--- config.mk ---
export PLATFORM = sky130hd
export DESIGN_NAME = reg_file_flat
export DESIGN_NICKNAME = d
export VERILOG_FILES = /design/src/rtl/reg_file_if.sv /design/src/rtl/reg_file.sv /design/src/flat_wrapper.sv
export SDC_FILE = /design/constraint.sdc
export NUM_CORES = 2
export LEC_CHECK = 0
export CORE_MARGIN = 2
export CORE_UTILIZATION = 56
export CTS_CLUSTER_DIAMETER = 150
export CTS_CLUSTER_SIZE = 40
export DETAILED_ROUTE_END_ITERATION = 16
export PLACE_DENSITY_LB_ADDON = 0.08
export SLEW_MARGIN = 30
export SYNTH_ARGS = -nofsm -noshare
export SYNTH_HDL_FRONTEND = slang
export SYNTH_SLANG_ARGS = --single-unit
--- constraint.sdc ---
create_clock -name clk -period 1.65 [get_ports clk]
set_clock_uncertainty 0.05 [all_clocks]
set_input_delay 0.2475 -clock clk [delete_from_list [all_inputs] [get_ports clk]]
set_output_delay 0.2475 -clock clk [all_outputs]
set_load 0.005 [all_outputs]
--- src/rtl/reg_file_if.sv ---
// Register-file port bundle: operand read request/response and writeback.
// master drives requests (decode/writeback side); slave is the register file.
interface reg_file_if #(
  parameter int DATA_W = 32,
  parameter int ADDR_W = 5
);
  logic              rd_en;
  logic [ADDR_W-1:0] rs1_addr;
  logic [ADDR_W-1:0] rs2_addr;
  logic              wr_en;
  logic [ADDR_W-1:0] wr_addr;
  logic [DATA_W-1:0] wr_data;
  logic [DATA_W-1:0] arg1;
  logic [DATA_W-1:0] arg2;
  logic              rd_valid;

  modport master (
    output rd_en, rs1_addr, rs2_addr, wr_en, wr_addr, wr_data,
    input  arg1, arg2, rd_valid
  );

  modport slave (
    input  rd_en, rs1_addr, rs2_addr, wr_en, wr_addr, wr_data,
    output arg1, arg2, rd_valid
  );
endinterface

--- src/rtl/reg_file.sv ---
// 2**ADDR_W x DATA_W register file, r0 hardwired to zero, two registered read lanes.
// Define REG_FILE_BYPASS_EN to forward same-cycle write data to a matching read.

// One read lane: selects a register (or the forwarded write) and holds it as an operand.
module reg_file_rd_lane #(
  parameter int DATA_W = 32,
  parameter int ADDR_W = 5
) (
  input  logic                                 clk,
  input  logic                                 rst_n,
  input  logic                                 rd_en,
  input  logic [ADDR_W-1:0]                    addr,
  input  logic [(2**ADDR_W)-1:0][DATA_W-1:0]   regs,
  input  logic                                 fwd_hit,
  input  logic [DATA_W-1:0]                    fwd_data,
  output logic [DATA_W-1:0]                    arg
);
  logic [DATA_W-1:0] rd_data;

  always_comb begin
    rd_data = regs[addr];
    if (fwd_hit) rd_data = fwd_data;
  end

  always_ff @(posedge clk or negedge rst_n)
    if (!rst_n)     arg <= '0;
    else if (rd_en) arg <= rd_data;
endmodule

module reg_file #(
  parameter int DATA_W = 32,
  parameter int ADDR_W = 5
) (
  input  logic       clk,
  input  logic       rst_n,
  reg_file_if.slave  bus
);
  localparam int NUM_REGS  = 2**ADDR_W;
  localparam int NUM_LANES = 2;
  localparam int STAGES    = 1;

  logic [NUM_REGS-1:0][DATA_W-1:0]  regs;
  logic [NUM_LANES-1:0][ADDR_W-1:0] rd_addr;
  logic [NUM_LANES-1:0][DATA_W-1:0] args;
  logic [NUM_LANES-1:0]             fwd_hit;
  logic [STAGES:1]                  vld_q;
  logic [STAGES:0]                  vld_pipe;

  assign rd_addr = {bus.rs2_addr, bus.rs1_addr};

  // r0 is never written, so it stays at its reset value of zero.
  always_ff @(posedge clk or negedge rst_n)
    if (!rst_n)
      regs <= '0;
    else if (bus.wr_en && (bus.wr_addr != '0))
      regs[bus.wr_addr] <= bus.wr_data;

  genvar l;
  generate
    for (l = 0; l < NUM_LANES; l++) begin : g_lane
`ifdef REG_FILE_BYPASS_EN
      assign fwd_hit[l] = bus.wr_en && (bus.wr_addr == rd_addr[l]) && (rd_addr[l] != '0);
`else
      assign fwd_hit[l] = 1'b0;
`endif
      reg_file_rd_lane #(.DATA_W(DATA_W), .ADDR_W(ADDR_W)) u_lane (
        .clk      (clk),
        .rst_n    (rst_n),
        .rd_en    (bus.rd_en),
        .addr     (rd_addr[l]),
        .regs     (regs),
        .fwd_hit  (fwd_hit[l]),
        .fwd_data (bus.wr_data),
        .arg      (args[l])
      );
    end
  endgenerate

  // vld_pipe[0] is the live request; vld_pipe[STAGES] lines up with the operand registers.
  assign vld_pipe = {vld_q, bus.rd_en};

  always_ff @(posedge clk or negedge rst_n)
    if (!rst_n) vld_q <= '0;
    else        vld_q <= vld_pipe[STAGES-1:0];

  assign bus.arg1     = args[0];
  assign bus.arg2     = args[1];
  assign bus.rd_valid = vld_pipe[STAGES];
endmodule

--- src/flat_wrapper.sv ---
// flat-port wrapper written by rule: the top's interface ports become plain ports
module reg_file_flat 
#(
  parameter int DATA_W = 32,
  parameter int ADDR_W = 5
)
  (clk, rst_n, bus_rd_en, bus_rs1_addr, bus_rs2_addr, bus_wr_en, bus_wr_addr, bus_wr_data, bus_arg1, bus_arg2, bus_rd_valid);
  reg_file_if #(.DATA_W(DATA_W), .ADDR_W(ADDR_W)) bus_i ();
  input  logic clk;
  input  logic rst_n;
  input wire logic [$bits(bus_i.rd_en)-1:0] bus_rd_en;
  input wire logic [$bits(bus_i.rs1_addr)-1:0] bus_rs1_addr;
  input wire logic [$bits(bus_i.rs2_addr)-1:0] bus_rs2_addr;
  input wire logic [$bits(bus_i.wr_en)-1:0] bus_wr_en;
  input wire logic [$bits(bus_i.wr_addr)-1:0] bus_wr_addr;
  input wire logic [$bits(bus_i.wr_data)-1:0] bus_wr_data;
  output wire logic [$bits(bus_i.arg1)-1:0] bus_arg1;
  output wire logic [$bits(bus_i.arg2)-1:0] bus_arg2;
  output wire logic [$bits(bus_i.rd_valid)-1:0] bus_rd_valid;
  assign bus_i.rd_en = bus_rd_en;
  assign bus_i.rs1_addr = bus_rs1_addr;
  assign bus_i.rs2_addr = bus_rs2_addr;
  assign bus_i.wr_en = bus_wr_en;
  assign bus_i.wr_addr = bus_wr_addr;
  assign bus_i.wr_data = bus_wr_data;
  assign bus_arg1 = bus_i.arg1;
  assign bus_arg2 = bus_i.arg2;
  assign bus_rd_valid = bus_i.rd_valid;
  reg_file #(.DATA_W(DATA_W), .ADDR_W(ADDR_W)) u_core (.clk(clk), .rst_n(rst_n), .bus(bus_i));
endmodule
==> results.json <==
{
  "nets": 4796,
  "cp-end-kind": "flip-flop",
  "grt.total_usage_pct": 34.18,
  "clk-insertion-delay-late_ns": 0.72,
  "dr.pass1.iters": 6,
  "final_util_pct": 64.46,
  "peakVddDrop_mv": 0.7771,
  "overflow": 0,
  "gp_congestion": 0.8521,
  "maxCapViolations": 0,
  "synth_area_leaders": "dfrtp_1 47%, mux2_2 20%, mux2i_1 18%, a22oi_1 6.7%, a21oi_1 2.2%",
  "antenna_left": 0,
  "post_dp_cell_area_um2": 64540,
  "maxSlewViolCount": 0,
  "antenna_found_initial": 1,
  "worstPathArrival_ns": 2.29,
  "start_util_pct": 56.64,
  "p_per_area_nw_per_um2": 959.8,
  "postRouteWirelength_mm": 184.3,
  "grt_pass1_vias": 40290,
  "die_h_um": 325.2,
  "drive_gt1_share_pct": 37.27,
  "ys.flop_type": "dfrtp_1",
  "yosys_warnings": 0,
  "ys_ff_latch": 1089,
  "period_share_pct": 101.2,
  "hold_class": "input port to asynchronous set/reset pin",
  "syn_area_um2": 57790,
  "drtIter0Drc": 4107,
  "p_leak_nw": 30.91,
  "io_buffers": 115,
  "cts_buffers": 31,
  "yosysUniqueCellTypes": 26,
  "syn_nets": 4596,
  "dieArea_um2": 105800,
  "rsz0062_at_grt": "yes",
  "ys_seq_area_share_pct": 47.15,
  "multi_input_area_um2": 28470,
  "async_reset_ff_share_pct": 100.0,
  "cts_sinks": 1089,
  "fp.coreArea_um2": 102000,
  "critPathMaxFanout": 3,
  "synthDominantCellAreaShare_pct": 47.15,
  "timing.hold.ws_ns": 0.1399,
  "clockRootBuffer": "clkbuf_16",
  "finalHoldViolCount": 0,
  "yosysTopAreaCell": "dfrtp_1",
  "h-tree-depth": 1,
  "antenna_cells": 0,
  "crit_end": "u_core.g_lane[0].u_lane.arg[13]",
  "setup_viol": 2,
  "cts_tree": "done",
  "post-dp-hpwl_mm": 117.2,
  "worstSetupStartpoint": "u_core.regs[557]",
  "design_area_um2": 65770,
  "wire_per_inst_um": 30.15,
  "regArea_um2": 27260,
  "vias": 40580,
  "r2r_cells": 5,
  "clk_pin_slew_ns": 0.15,
  "via_per_inst": 6.639,
  "violations": "negative setup slack",
  "die_w_um": 325.2,
  "synth_edf_count": 0,
  "fillers": 7939,
  "required_ns": 2.27,
  "ios": 116,
  "cp-start-kind": "flip-flop",
  "cts_buffer_depth": 3,
  "drcViolationCount": 0,
  "synth_area_per_cell_um2": 12.72,
  "grt_pass1_wl_mm": 272.7,
  "fp-row-count": 117,
  "max_freq_mhz": 598.8,
  "tightest_slew_ns": 0.6898,
  "r2r_start": "u_core.regs[557]",
  "post-route-min-period_ns": 1.670,
  "r2r_end": "u_core.g_lane[0].u_lane.arg[13]",
  "fin_ws_ns": -0.02014,
  "area_growth_pct": 13.81,
  "r2r_slack_ns": -0.02,
  "synth_common_cells": "1089 x dfrtp_1, 1047 x mux2_2, 1024 x mux2i_1, 512 x a22oi_1, 256 x a21oi_1",
  "grt_max_degree": 114,
  "synthCells": 4545,
  "synth_most_common_cell": "dfrtp_1",
  "path_class": "flip-flop to flip-flop",
  "relSlewSlack_pct": 54.01,
  "status": "complete, but fails checks"
}
-- logic make-up after synthesis --
kind of cell / after synthesis / share of synthesized area, %
flops: 1089 / 47.15
mux: 2080 / 38.31
compound gates: 768 / 8.868
buf+inv: 480 / 4.369
simple gates: 128 / 1.297
-- through the flow --
stage / std cells / total power (W) / worst slack, ns / setup TNS, ns
after floorplan: 4545 / 0.04565 / 0.01028 / 0
after global placement: 6039 / 0.05119 / -0.9763 / -606.33
after detailed placement: 6039 / 0.05177 / -1.001 / -628.21
after CTS: 6108 / 0.06306 / -0.03361 / -0.07735
after global routing: 6112 / 0.06602 / -0.03701 / -0.1598
final: 6112 / 0.06313 / -0.02014 / -0.03896
-- power by group --
part / switching (W) / internal (W)
sequential: 0.00394 / 0.0317
clock: 0.00813 / 0.00343
combinational: 0.00714 / 0.00879
-- worst max-delay path: stages (launching register included) --
cell and delay (ns):
dfrtp_1 0.41, mux2i_1 0.09, a22oi_1 0.21, a21oi_2 0.12, nor4_4 0.51, mux2_4 0.23
-- repair_timing --
action | CTS | global route
gates resized for setup | 260 | 48
hold buffers | 3 | 0
endpoints found under the hold margin | 1044 | 0
gates cloned | 7 | 0
pin swaps | 7 | 15
buffers inserted | 27 | 5
endpoints found under the setup margin | 150 | 149
-- cells in the final DEF (no fill, tap or decap), types with 5 or more instances in the layout --
cell	n
nand2_4	15
clkbuf_16	31
a22oi_2	5
clkbuf_2	13
dfrtp_2	8
buf_6	10
a21oi_2	14
mux2_1	9
nor4_1	50
buf_12	195
buf_4	322
nor4_2	13
a22oi_1	507
mux2_2	1046
bufbuf_16	6
clkdlybuf4s50_1	42
mux2i_1	1024
a21oi_1	242
dfrtp_1	1081
buf_2	46
nor2_4	18
-- flip-flops by register name, indices dropped and copies added, names as in the netlist --
| name | flops |
|---|---|
| u_core.g_lane.u_lane.arg | 64 |
| u_core.bus.rd_valid | 1 |
| u_core.regs | 1024 |
-- layer usage --
| metal | vias to the layer above | part of all wire, % | global-route usage, % |
|---|---|---|---|
| met5 | - | 0 | 0 |
| met4 | 0 | 3.1 | 8.947 |
| met3 | 283 | 6.6 | 3.647 |
| met2 | 1480 | 45 | 53.06 |
| met1 | 21490 | 45 | 51.19 |
| li1 | 17330 | - | - |
-- final cells by class --
| cell class | count | share of cell area, % |
|---|---|---|
| timing repair buffer | 647 | 11.44 |
| clock inverter | 1 | 0.04565 |
| multi-input combinational | 2976 | 43.29 |
| clock buffer | 31 | 1.179 |
| tap | 1368 | 2.602 |
| sequential | 1089 | 41.45 |
-- worst min path at each step --
stage,start,end,slack [ns]
detailed placement,rst_n,u_core.regs[808],0.08
CTS,rst_n,u_core.regs[296],0.13
global placement,rst_n,u_core.regs[808],0.08
floorplan,rst_n,u_core.bus.rd_valid,-0.1
finish,rst_n,u_core.regs[840],0.14
global route,rst_n,u_core.regs[202],0.14
Note: power is estimated with default switching activity, not from simulation.
